**src/rtl/output_register_skid_input.sv**
```systemverilog
// output_register_skid_input
// Two-entry valid/ready skid buffer feeding the I0 input of the output
// register pipeline. I0_ready and O0_valid are decoded straight from the
// state flops, so neither handshake has a combinational path through here.
// O0 is driven directly from the main register.
//
// Optional feature, enabled by defining SKID_STALL_COUNT_EN:
//   adds STALL_CNT, a saturating count of cycles with O0_valid=1 and O0_ready=0.
module output_register_skid_input #(
    parameter int WIDTH = 1
`ifdef SKID_STALL_COUNT_EN
    ,
    parameter int CNT_WIDTH = 16
`endif
) (
    input  logic             CLK,
    input  logic             ASYNCRESETN,
    input  logic [WIDTH-1:0] I0,
    input  logic             I0_valid,
    output logic             I0_ready,
    output logic [WIDTH-1:0] O0,
    output logic             O0_valid,
    input  logic             O0_ready
`ifdef SKID_STALL_COUNT_EN
    ,
    output logic [CNT_WIDTH-1:0] STALL_CNT
`endif
);

    // EMPTY: no entries; BUSY: main holds one; FULL: main and skid both hold one.
    typedef enum logic [1:0] {
        EMPTY = 2'd0,
        BUSY  = 2'd1,
        FULL  = 2'd2
    } state_t;

    state_t           state_q, state_d;
    logic [WIDTH-1:0] main_q, main_d;
    logic [WIDTH-1:0] skid_q, skid_d;
    logic             in_fire;
    logic             out_fire;

    assign I0_ready = (state_q != FULL);
    assign O0_valid = (state_q != EMPTY);
    assign O0       = main_q;

    assign in_fire  = I0_valid & I0_ready;
    assign out_fire = O0_valid & O0_ready;

    // Next-state and storage-load decode for the three occupancy states.
    always_comb begin
        // NOTE: every output of this block is given a default first, so no path leaves a value unassigned and no latch is inferred.
        state_d = state_q;
        main_d  = main_q;
        skid_d  = skid_q;
        case (state_q)
            EMPTY: begin
                if (in_fire) begin
                    main_d  = I0;
                    state_d = BUSY;
                end
            end
            BUSY: begin
                if (in_fire && out_fire) begin
                    main_d = I0;
                end else if (in_fire) begin
                    skid_d  = I0;
                    state_d = FULL;
                end else if (out_fire) begin
                    state_d = EMPTY;
                end
            end
            FULL: begin
                // I0_ready is low here, so only the drain side can fire.
                if (out_fire) begin
                    main_d  = skid_q;
                    state_d = BUSY;
                end
            end
            default: begin
                state_d = EMPTY;
            end
        endcase
    end

    // State and data registers; reset discards any held entries at once.
    always_ff @(posedge CLK or negedge ASYNCRESETN) begin
        if (!ASYNCRESETN) begin
            state_q <= EMPTY;
            // NOTE: the data registers are reset too, because O0 must read zero during reset rather than a stale word.
            main_q  <= '0;
            skid_q  <= '0;
        end else begin
            // NOTE: non-blocking assignments so every flop samples pre-edge values regardless of statement order.
            state_q <= state_d;
            main_q  <= main_d;
            skid_q  <= skid_d;
        end
    end

`ifdef SKID_STALL_COUNT_EN
    logic stall;
    assign stall = O0_valid & ~O0_ready;

    // Saturating stall counter; it never wraps and only reset clears it.
    always_ff @(posedge CLK or negedge ASYNCRESETN) begin
        if (!ASYNCRESETN) begin
            STALL_CNT <= '0;
        end else if (stall && (STALL_CNT != {CNT_WIDTH{1'b1}})) begin
            STALL_CNT <= STALL_CNT + 1'b1;
        end
    end
`endif

endmodule

```
**config.mk**
```make
export PLATFORM = sky130hd
export DESIGN_NAME = output_register_skid_input
export DESIGN_NICKNAME = d
export VERILOG_FILES = /design/src/rtl/output_register_skid_input.sv
export SDC_FILE = /design/constraint.sdc
export NUM_CORES = 1
export LEC_CHECK = 0
export ABC_AREA = 0
export CAP_MARGIN = 20
export CORE_AREA = 2 2 39 41
export CTS_CLUSTER_DIAMETER = 100
export DETAILED_ROUTE_END_ITERATION = 8
export DIE_AREA = 0 0 41 43
export HOLD_SLACK_MARGIN = 0.1
export PLACE_DENSITY_LB_ADDON = 0.12
export SYNTH_ARGS = -nofsm -noshare
export SYNTH_HDL_FRONTEND = slang
export SYNTH_SLANG_ARGS = --single-unit
```
**constraint.sdc**
```tcl
create_clock -name CLK -period 1.35 [get_ports CLK]
set_clock_uncertainty 0.05 [all_clocks]
set_input_delay 0.27 -clock CLK [delete_from_list [all_inputs] [get_ports CLK]]
set_output_delay 0.27 -clock CLK [all_outputs]
set_load 0.05 [all_outputs]
```
Word level (Yosys, flattened, before mapping):

Cells that the tools add are included.

* bits in registers: 4
* bits of input ports: 5
* output and inout port bits: 3
* word-level logic and storage cells: 31

* equality and inequality tests: 8
* multiplexer cells: 10
* bitwise logic cells: 3
* reduce and logical (&&, ||, !) cells: 7

Operators by type and width (number)
* $mux 2: 5
* $ne 2x2->1 const B: 5
* $reduce_and 4->1: 2
* $pmux 2 s3: 1
* $mux 1: 3
* $ne 3x3->1 const B: 1
* $pmux 1 s3: 1
* $reduce_and 3->1: 1
* $reduce_bool 3->1: 1
* $and 1x1->1: 2
* $eq 2x1->1 const B: 1
* $eq 2x2->1 const B: 1
* $logic_not 2->1: 1
* $reduce_bool 2->1: 1
* $logic_and 1x1->1: 1
* $not 1->1: 1

Longest topological paths before layout:

Gate-level depths: netlist of the first run.

* word-level depth: 6
* gate-level depth with buffers: 3
* depth with buffers taken out: 3

Least setup slack after synthesis of the first run:

No wires, ideal clock.

* path kind: register to register
* start: register state_q[0]
* end: register main_q, in the netlist O0
* setup time: 125 ps
* data arrival time: 1319 ps
* data required time: 1175 ps
* slack: -144 ps
* stages on the path, launching flop included: 4
* path buffers: 0
* clock period less this slack: 1494 ps
* cells stage by stage: dfrtp_1 -> nand2b_2 -> mux2_4 -> mux2_4

* longest elaborated chain between the ends: 5
* elaborated cells on any way between the ends: 14
* classes of those cells: eq/ne: 6; mux: 1; bitwise: 2; reduce/logical: 5

Ends and longest elaborated chain
* from (decl): line 37 `state_t state_q, state_d;`
* from (signal assigned): line 95 `state_q <= state_d;`
* $ne 2x2->1 *: line 43 `assign I0_ready = (state_q != FULL);`
* via I0_ready: line 20 `output logic I0_ready,`
* $and 1x1->1 *: line 47 `assign in_fire = I0_valid & I0_ready;`
* $logic_and 1x1->1: line 64 `if (in_fire && out_fire) begin`
* $ne 2x2->1 (no source line)
* $reduce_and 4->1 (no source line) *
* to (signal assigned): line 96 `main_q <= main_d;`
* to (decl): line 38 `logic [WIDTH-1:0] main_q, main_d;`

The timed path passes the listed nets; every way through them passes the cells marked *.
A chain may end at the register's enable or synchronous reset.

Worst setup path after layout of the first run:

* start: register state_q[1]
* end: output O0_valid

* longest elaborated chain between the ends: 1

Ends and longest elaborated chain
* $reduce_bool 2->1: line 44 `assign O0_valid = (state_q != EMPTY);`
* to (decl): line 22 `output logic O0_valid,`

Every way passes these cells.

==> key figures, run 1 <==
Status
  • Status: complete, but fails checks
  • Violated checks: setup timing

STA
  • F_max: around 730 MHz
  • RSZ-0062 raised after global routing: yes
  • Worst slew margin: 88.4%
  • Final worst slack: -0.0228 ns
  • Final slew viol count: 0
  • Fin crit share: 102%
  • Worst hold slack: roughly 0.18 ns
  • Least-Margin Pin Slew: 0.173 ns
  • Final hold vios: 0
  • Final min period: 1.37 ns
  • Setup-failing EPs final: 2

Global route
  • First-pass GRT wire length: 876 µm
  • Vias in the first global route: 222
  • Initial antenna violation count: 0
  • Gr usage total: 7.97%
  • Largest net degree at the start of global routing: 7
  • Remaining global-route overflow: 0

CTS
  • # hold bufs at CTS: 0
  • Clk Latency, worst-skew pair: between 0.2 and 0.25 ns
  • H-tree depth: 1
  • CTS sink cnt: 4
  • Root Driver: clkbuf_4
  • Clock buffer depth: 2
  • CTS Buf Count: 3
  • Reg clk slew, reported paths: 0.04 ns
  • CTS tree: done

Routing
  • Final ANT Viol Nets: 0
  • DR pass1 iterations: 1
  • DR vias: 213
  • Via density: ~4.1
  • Final wirelength: 485 µm
  • WL/cell: 9.33 µm
  • Detailed Route Iter0 Violations: 0
  • DR DRC count: 0

Die
  • FP Rows: 14
  • Die Y: 43 µm
  • Initial Util: 16.2%
  • Die Wd: ~41 µm
  • Die Area: 1760 µm²
  • # IOs: 8
  • Core box area: about 1400 µm²

Critical path
  • R2r endpoint: O0$_DFFE_PN0P_
  • Setup crit end kind: output pin
  • Worst setup path class: flop to output pin
  • Critical Path RT: 1.03 ns
  • Arrival time at the worst endpoint: 1.05 ns
  • R2R Setup Slk: 0 ns
  • Crit Path Max Fanout: 5
  • Worst r2r src: state_q[1]$_DFFE_PN0P_
  • Critical Path Source: state_q[1]$_DFFE_PN0P_
  • Startpoint Class: flop
  • FF-to-FF path depth: 4
  • Critical Path Sink: O0_valid

Synth
  • Largest area contributor in the netlist: dfrtp_1
  • Area contributors post-synth: dfrtp_1 (45%), mux2_4 (13%), mux2_1 (5.0%)
  • Post-Synthesis Net Count: 25
  • Distinct cell type count after synthesis: 14
  • Post-synthesis register bit count: 4
  • Yosys warnings: 0
  • Avg Cell Area, Syn: 11.2 µm²
  • Mapped Cells: 20
  • Seq/Total Area, Yosys: 44.7%
  • Mapped Area: between 200 and 250 µm²
  • Yosys top cell area share: 44.7%

Finish
  • Antenna fix cells: 0
  • Final core occ: a little under a third
  • Synthesis-to-finish area growth: 85.5%
  • Fin nets: 43
  • Fraction of layout instances using a drive strength above 1: between 50 and 60%

Power
  • Leak Pwr: 0.190 nW
  • Maximum vdd drop: about 420 µV
  • Power Density: ~1500 nW/µm²

Place
  • Port Buffers: 7
  • GPL Wtd Cong: 0.672
  • Setup WS pre-CTS: -0.201 ns
  • Dpl hpwl: 371 µm

Run
  • Max Cap Viol: 0

Hold path
  • Min-Delay Path Class: primary input to async pin
state kept, by name (all words and copies together), names as in the netlist:
register,flops
state_q,2
skid_q,1
O0,1
synthesized netlist by cell type:
library cell	count
mux2_1	1
nand2b_1	1
mux2i_1	1
nor2b_2	1
dfrtp_1	4
nand2_1	2
or2_1	1
o22ai_1	1
nor2b_1	1
nand3b_1	1
a21oi_1	2
nand2b_2	1
o21ai_1	1
mux2_4	2
cell type report:
cell class / count / area [µm²]
repair buffers: 13 / 136
fillers: 144 / 968
multi-input cells: 16 / 135
well taps: 16 / 20.0
clock buffers: 3 / 22.5
flip-flops and latches: 4 / 101
worst min path at each step:
stage	endpoint	cells past startpoint
2_1_floorplan	O0$_DFFE_PN0P_	0
3_3_place_gp	O0$_DFFE_PN0P_	1
3_5_place_dp	O0$_DFFE_PN0P_	1
4_1_cts	O0$_DFFE_PN0P_	1
5_1_grt	state_q[0]$_DFFE_PN0P_	1
6_report	O0$_DFFE_PN0P_	1
logic make-up after synthesis:
family             Yosys count  share of synthesized area (%)
muxes                        4                           22.9
AOI/OAI and AO/OA            4                           9.50
DFF                          4                           44.7
and+or+nand+nor              8                           22.9
critical path, stage by stage, from the launching register on:
cell and delay (ns):
dfrtp_2 0.44, or2_1 0.23, buf_6 0.15
repair_timing:
action	in CTS	in global routing
endpoints found under the hold margin	0	0
pin swaps	1	0
setup buffers	2	1
endpoints found under the setup margin	2	3
gates resized for setup	3	1
per-layer routing:
metal  vias up  share of wire (%)  GRT usage (%)
li1        104                  -              -
met1       107                 41           9.15
met2         2                 55           10.3
met3         0                4.1           4.71
met4         0                  0           6.00
met5         -                  0              0
layout by cell type (no fill, tap or decap):
master | Yosys | final
o21ai_2 | 0 | 1
clkbuf_4 | 0 | 3
nor2b_2 | 1 | 2
mux2_1 | 1 | 1
a21oi_1 | 2 | 2
mux2i_1 | 1 | 1
nand2b_1 | 1 | 1
dfrtp_2 | 0 | 1
dfrtp_1 | 4 | 3
buf_6 | 0 | 1
nand2b_4 | 0 | 1
nand3b_1 | 1 | 1
o22ai_1 | 1 | 1
clkdlybuf4s50_1 | 0 | 4
nand2_1 | 2 | 2
buf_12 | 0 | 2
buf_4 | 0 | 6
mux2_4 | 2 | 2
or2_1 | 1 | 1
report_power, final:
| part | leakage [nW] | switching (W) | internal (W) | total, W |
|---|---|---|---|---|
| logic | 0.129 | 0.000130 | 0.000158 | 0.000288 |
| clock network | 0.0138 | 0.0000463 | 0.0000993 | 0.000146 |
| registers | 0.0472 | 0.0000303 | 0.000155 | 0.000185 |
| total | 0.190 | 0.000207 | 0.000411 | 0.000618 |
stage by stage:
| stage | cells | power (W) | area [µm²] | setup TNS, ns |
|---|---|---|---|---|
| global route | 52 | 0.000666 | 415 | -0.116 |
| detailed placement | 47 | 0.000450 | 367 | -0.454 |
| floorplan | 20 | 0.000331 | 229 | -0.00912 |
| CTS | 51 | 0.000622 | 405 | -0.0572 |
| finish | 52 | 0.000618 | 415 | -0.0273 |
| global placement | 47 | 0.000455 | 367 | -0.533 |
Note: power is estimated with default switching activity, not from simulation.
==> inputs of run 2 (changes only) <==
--- a/config.mk
+++ b/config.mk
@@ -13,6 +13,7 @@
 export DIE_AREA = 0 0 41 43
 export HOLD_SLACK_MARGIN = 0.1
 export PLACE_DENSITY_LB_ADDON = 0.12
+export SETUP_SLACK_MARGIN = 0.2
 export SYNTH_ARGS = -nofsm -noshare
 export SYNTH_HDL_FRONTEND = slang
 export SYNTH_SLANG_ARGS = --single-unit
==> run 2 against run 1 <==
The flow still finishes with violations (setup timing). Highest routed layer unchanged. Sequential cell count unchanged. Worst hold slack barely moved. Non-clock buffer count rose by 2.
==> key figures, run 2 (same netlist as run 1, synthesis figures left out) <==
Status
  • Status: complete, but fails checks
  • Violated checks: setup timing

CTS
  • H-tree depth: 1 (unchanged)
  • Root Driver: clkbuf_4
  • Reg clk slew, reported paths: 0.04 ns (about the same)
  • CTS sink cnt: 4 (unchanged)
  • CTS tree: done
  • CTS Buf Count: 3 (unchanged)
  • Clk Latency, worst-skew pair: 0.23 ns (about the same)
  • Clock buffer depth: 2 (unchanged)

Power
  • Power Density: 1430 nW/µm² (-4.1%)
  • Pint: 0.000433 W (+5.2%)
  • Leak Pwr: 0.229 nW (+20%)
  • Sequential Power Share: 28.6% (-1.3 points)
  • Clk pwr share: 22.4% (-1.1 points)
  • Sw power: 0.000217 W (+5.1%)
  • Combinational power share: 49.0% (+2.4 points)
  • Maximum vdd drop: 432 µV (+2.3%)
  • Switch share: 33.4% (about the same)

Global route
  • Gr usage total: 8.07% (+0.10 points)
  • First-pass GRT wire length: 890 µm (+1.6%)
  • Largest net degree at the start of global routing: 7 (unchanged)
  • Remaining global-route overflow: 0 (unchanged)
  • Initial antenna violation count: 0 (unchanged)
  • Vias in the first global route: 225 (+1.4%)

Die
  • # IOs: 8 (unchanged)
  • FP Rows: 14 (unchanged)
  • Core box area: 1380 µm² (unchanged)
  • Die Y: 43 µm (unchanged)
  • Die Area: 1760 µm² (unchanged)
  • Die Wd: 41 µm (unchanged)
  • Initial Util: 16.2% (unchanged)

Routing
  • WL/cell: 10.0 µm (+7.4%)
  • DR pass1 iterations: 2 (+1)
  • Top sig layer: met3
  • Final ANT Viol Nets: 0 (unchanged)
  • M1 wire length: 227 µm (+15%)
  • Via density: 4.00 (-2.3%)
  • Detailed Route Iter0 Violations: 2 (+2)
  • Final wirelength: 541 µm (+12%)
  • Met2 Routed Length: 293 µm (+10%)
  • DR vias: 216 (+1.4%)
  • DR DRC count: 0 (unchanged)
  • Routed wl met3: 20 µm (unchanged)

Place
  • GPL Wtd Cong: 0.672 (unchanged)
  • Dpl hpwl: 371 µm (unchanged)
  • Placement Cell Area: 367 µm² (unchanged)
  • Port Buffers: 7 (unchanged)
  • Setup WS pre-CTS: -0.201 ns (unchanged)

Finish
  • Fillers: 144 (unchanged)
  • Most frequent cells in the layout: buf_4 (7), dfrtp_1 (3), mux2_4 (3), clkbuf_4 (3)
  • Largest Register: state_q
  • Fraction of layout instances using a drive strength above 1: 63.2% (+10 points)
  • Fin nets: 45 (+4.7%)
  • Final core occ: 32.9% (+2.9 points)
  • Fin area: 455 µm² (+9.6%)
  • Synthesis-to-finish area growth: 103%
  • Antenna fix cells: 0 (unchanged)
  • Max reg flops: 2 (unchanged)
  • Commonest non-fill, non-tap cell in the layout: buf_4

STA
  • Final worst slack: -0.0237 ns (-0.000932 ns)
  • Least-Margin Pin Slew: 0.174 ns (+0.000851 ns)
  • Setup_tns: -0.0593 ns (-0.0320 ns)
  • Final min period: 1.37 ns (+0.000932 ns)
  • Worst slew margin: 88.4% (about the same)
  • Setup-failing EPs final: 3 (+1)
  • Fin crit share: 102% (about the same)
  • Worst hold slack: 0.183 ns (-0.000449 ns)
  • Final slew viol count: 0 (unchanged)
  • Final hold vios: 0 (unchanged)
  • RSZ-0062 raised after global routing: yes
  • F_max: 728 MHz (about the same)

Critical path
  • Worst setup path class: flop to output pin
  • Buf/Inv on CP: 2 (+1)
  • Arrival time at the worst endpoint: 1.05 ns (about the same)
  • Slowest Stage Delay on Critical Path: 0.41 ns (-0.03 ns)
  • Crit-path cells: nand2b_4 -> buf_6 -> buf_12
  • Startpoint Class: flop
  • Crit Path Max Fanout: 5 (unchanged)
  • Critical Path RT: 1.03 ns (about the same)
  • Slowest-stage cell, CP: dfrtp_1
  • Cell family with most CP delay: flip-flops
  • Setup crit end kind: output pin

Hold path
  • Min-Delay Path Class: primary input to async pin

Run
  • Max Cap Viol: 0 (unchanged)
run 2: cell types whose count changed in the layout (fill, tap and decap cells not counted), moves of 2 or more:
cell,delta
clkdlybuf4s50_1,-2
a21oi_2,+2
a21oi_1,-2
dlymetal6s2s_1,+2
run 2: cell type report:
| type | instances | area [µm²] | share of cell area, % |
|---|---|---|---|
| Multi-Input combinational cell | 16 | 151 | 33.2 |
| Clock buffer | 3 | 22.5 | 4.95 |
| Sequential cell | 4 | 101 | 22.3 |
| Timing Repair Buffer | 15 | 160 | 35.2 |
| Tap cell | 16 | 20.0 | 4.40 |
run 2: metrics by stage:
| step | std cells | power, W |
|---|---|---|
| floorplan | 20 | 0.000331 |
| global placement | 47 | 0.000455 |
| detailed placement | 47 | 0.000450 |
| CTS | 53 | 0.000637 |
| global route | 54 | 0.000696 |
| finish | 54 | 0.000650 |
run 2: timing repair:
action | in CTS | in global routing
pin swaps | 1 | 0
resized for setup | 6 | 5
endpoints found under the hold margin | 0 | 0
hold buffers | 0 | 0
endpoints found under the setup margin | 6 | 6
buffers inserted | 3 | 1
run 2: worst register-to-register path, delay by kind of cell, from the launching register on:
| kind | cells | cell delay, ns |
|---|---|---|
| simple gates | 1 | 0.14 |
| compound gates | 1 | 0.15 |
| flops | 1 | 0.44 |
| buf+inv | 1 | 0.16 |
| mux | 1 | 0.31 |
run 2: final timing paths:
path | from | end | slack (ns) | cells past startpoint
min in group CLK | O0_ready | state_q[1]$_DFFE_PN0P_ | 0.35 | 3
worst max register to register | state_q[1]$_DFFE_PN0P_ | O0$_DFFE_PN0P_ | -0.01 | 4
worst max-delay path | state_q[0]$_DFFE_PN0P_ | I0_ready | -0.02 | 3
worst min-delay path | ASYNCRESETN | O0$_DFFE_PN0P_ | 0.18 | 1
worst min register to register | skid_q$_DFFE_PN0P_ | skid_q$_DFFE_PN0P_ | 0.46 | 1
max in group asynchronous | ASYNCRESETN | state_q[1]$_DFFE_PN0P_ | 0.88 | 1
run 2: power by group through the flow:
stage	clock network [W]	logic, W	registers, W
final	0.000146	0.000319	0.000186
after global routing	0.000169	0.000337	0.000189
after CTS	0.000152	0.000299	0.000186
after detailed placement	0	0.000260	0.000189
after global placement	0	0.000265	0.000191
after floorplan	0	0.000117	0.000213
run 2: layer usage:
layer / vias up / global-route usage (%)
met3: 0 / 4.71
met1: 108 / 9.15
li1: 106 / -
met4: 0 / 6.00
met2: 2 / 10.6
met5: - / 0
==> inputs of run 3 (changes only) <==
--- a/config.mk
+++ b/config.mk
@@ -17,3 +17,4 @@
 export SYNTH_ARGS = -nofsm -noshare
 export SYNTH_HDL_FRONTEND = slang
 export SYNTH_SLANG_ARGS = --single-unit
+export TNS_END_PERCENT = 50
==> run 3 against run 2 <==
The run still ends with setup timing left. Core utilization down 0.54 points. Final area down 1.6%. Cell count unchanged. Die area unchanged. First-iteration DRC count unchanged. Combinational power about the same. Sequential power about the same. Fmax about the same. Largest cell class unchanged. Largest power group unchanged.
==> key figures, run 3 (same netlist as run 1, synthesis figures left out) <==
Finish
  • Synthesis-to-finish area growth: 100%
  • Fraction of layout instances using a drive strength above 1: 63.2% (unchanged)
  • Multi-input gate area in the final layout: 146 µm² (-3.3%)
  • Fillers: 145 (+0.69%)
  • Max reg flops: 2 (unchanged)
  • Fin area: 448 µm² (-1.6%)
  • Antenna fix cells: 0 (unchanged)
  • Commonest non-fill, non-tap cell in the layout: buf_4
  • Final core occ: 32.4% (-0.54 points)
  • Storage cell area: 101 µm² (unchanged)
  • Fin nets: 45 (unchanged)
  • Largest Register: state_q
  • Most frequent cells in the layout: buf_4 (7), dfrtp_1 (3), mux2_4 (3), clkbuf_4 (3), clkdlybuf4s50_1 (3)

Routing
  • Final wirelength: 536 µm (-0.92%)
  • DR vias: 217 (+0.46%)
  • WL/cell: 9.93 µm (-0.92%)
  • Detailed Route Iter0 Violations: 2 (unchanged)
  • DR DRC count: 0 (unchanged)
  • DR pass1 iterations: 2 (unchanged)
  • Via density: 4.02 (+0.46%)
  • Final ANT Viol Nets: 0 (unchanged)

Power
  • Combinational power share: 48.9% (about the same)
  • Sw power: 0.000216 W (-0.83%)
  • Maximum vdd drop: 425 µV (-1.5%)
  • Clk pwr share: 22.5% (about the same)
  • Leak Pwr: 0.215 nW (-6.0%)
  • Pint: 0.000431 W (-0.32%)
  • Switch share: 33.3% (-0.11 points)
  • Sequential Power Share: 28.6% (about the same)
  • Power Density: 1440 nW/µm² (+1.2%)

Critical path
  • Crit-path cells: or2_1 -> buf_6
  • Setup crit end kind: output pin
  • Critical Path RT: 1.03 ns (about the same)
  • R2R Setup Slk: 0 ns (about the same)
  • R2r endpoint: O0$_DFFE_PN0P_
  • Slowest Stage Delay on Critical Path: 0.44 ns (+0.03 ns)
  • Arrival time at the worst endpoint: 1.05 ns (about the same)
  • Slowest-stage cell, CP: dfrtp_2
  • Worst r2r src: state_q[1]$_DFFE_PN0P_
  • Cell family with most CP delay: flip-flops
  • FF-to-FF path depth: 4 (unchanged)
  • Buf/Inv on CP: 1 (-1)
  • Startpoint Class: flop
  • Worst setup path class: flop to output pin
  • Crit Path Max Fanout: 5 (unchanged)

STA
  • RSZ-0062 raised after global routing: yes
  • F_max: 728 MHz (about the same)
  • Final worst slack: -0.0236 ns (+0.000153 ns)
  • Final hold vios: 0 (unchanged)
  • Setup-failing EPs final: 3 (unchanged)
  • Fin crit share: 102% (about the same)
  • Worst slew margin: 88.4% (unchanged)
  • Least-Margin Pin Slew: 0.174 ns (unchanged)
  • Final min period: 1.37 ns (-0.000153 ns)
  • Final slew viol count: 0 (unchanged)

Die
  • Initial Util: 16.2% (unchanged)
  • Die Wd: 41 µm (unchanged)
  • Die Area: 1760 µm² (unchanged)
  • Core box area: 1380 µm² (unchanged)
  • FP Rows: 14 (unchanged)
  • Die Y: 43 µm (unchanged)
  • # IOs: 8 (unchanged)

Global route
  • Gr usage total: 8.07% (unchanged)
  • First-pass GRT wire length: 890 µm (unchanged)
  • Remaining global-route overflow: 0 (unchanged)
  • Largest net degree at the start of global routing: 7 (unchanged)
  • Vias in the first global route: 225 (unchanged)
  • Initial antenna violation count: 0 (unchanged)

Place
  • Setup WS pre-CTS: -0.201 ns (unchanged)
  • Placement Cell Area: 367 µm² (unchanged)
  • Port Buffers: 7 (unchanged)
  • Dpl hpwl: 371 µm (unchanged)
  • GPL Wtd Cong: 0.672 (unchanged)

Status
  • Violated checks: setup timing
  • Status: complete, but fails checks

Run
  • Max Cap Viol: 0 (unchanged)

CTS
  • Root Driver: clkbuf_4
  • Clock buffer depth: 2 (unchanged)
  • Reg clk slew, reported paths: 0.04 ns (about the same)
  • # hold bufs at CTS: 0 (unchanged)
  • H-tree depth: 1 (unchanged)
  • CTS Buf Count: 3 (unchanged)
  • Clk Latency, worst-skew pair: 0.23 ns (about the same)
  • CTS sink cnt: 4 (unchanged)
  • CTS tree: done

Hold path
  • Min-Delay Path Class: primary input to async pin
==> run 3: cell types whose count changed in the layout (fill, tap and decap cells not counted) <==
| cell | change |
|---|---|
| dlymetal6s2s_1 | -1 |
| clkdlybuf4s50_1 | +1 |
| nor2b_4 | -1 |
| nor2b_2 | +1 |
==> run 3: what timing repair did <==
item	CTS	global route
setup endpoints to repair	6	6
buffers inserted	3	1
pin swaps	1	1
resized for setup	4	5
==> run 3: worst max-delay path by stage <==
stage	from	endpoint	slack (ns)	cells after the start
final	state_q[1]$_DFFE_PN0P_	O0_valid	-0.02	2
after floorplan	state_q[0]$_DFFE_PN0P_	O0$_DFFE_PN0P_	-0.009	3
after CTS	state_q[1]$_DFFE_PN0P_	O0_valid	-0.04	2
after global placement	O0_ready	O0$_DFFE_PN0P_	-0.19	4
after detailed placement	O0_ready	O0$_DFFE_PN0P_	-0.20	4
after global routing	state_q[1]$_DFFE_PN0P_	O0$_DFFE_PN0P_	-0.07	4
==> run 3: metal layers <==
metal / vias to the layer above / share of wire [%] / GRT usage (%)
li1: 106 / - / -
met1: 109 / 41 / 9.15
met2: 2 / 55 / 10.6
met3: 0 / 3.7 / 4.71
met4: 0 / 0 / 6.00
met5: - / 0 / 0
==> run 3: layout make-up <==
cell class,instances,area share (%)
clock buffers,3,5.03
repair buffers,15,35.2
multi-input cells,16,32.7
flip-flops and latches,4,22.6
well taps,16,4.47
==> run 3: worst register-to-register path, delay by kind of cell, from the launching register on <==
kind / cells / cell delay, ns
buffers and inverters: 1 / 0.15
DFF: 1 / 0.44
AOI/OAI and AO/OA: 1 / 0.15
and+or+nand+nor: 1 / 0.14
muxes: 1 / 0.31
==> run 3: stage by stage <==
step                      hold slack [ns]  total power, W  setup TNS [ns]  cells
final                               0.183        0.000647         -0.0454     54
after global routing                0.181        0.000693          -0.204     54
after CTS                           0.179        0.000632         -0.0868     53
after detailed placement            0.435        0.000450          -0.454     47
after global placement              0.425        0.000455          -0.533     47
after floorplan                   -0.0756        0.000331        -0.00912     20
==> run 3: power by group through the flow <==
stage                     registers, W  clock network (W)  logic, W
after floorplan               0.000213                  0  0.000117
after global placement        0.000191                  0  0.000265
after detailed placement      0.000189                  0  0.000260
after CTS                     0.000186           0.000152  0.000294
after global routing          0.000189           0.000169  0.000334
final                         0.000185           0.000146  0.000316
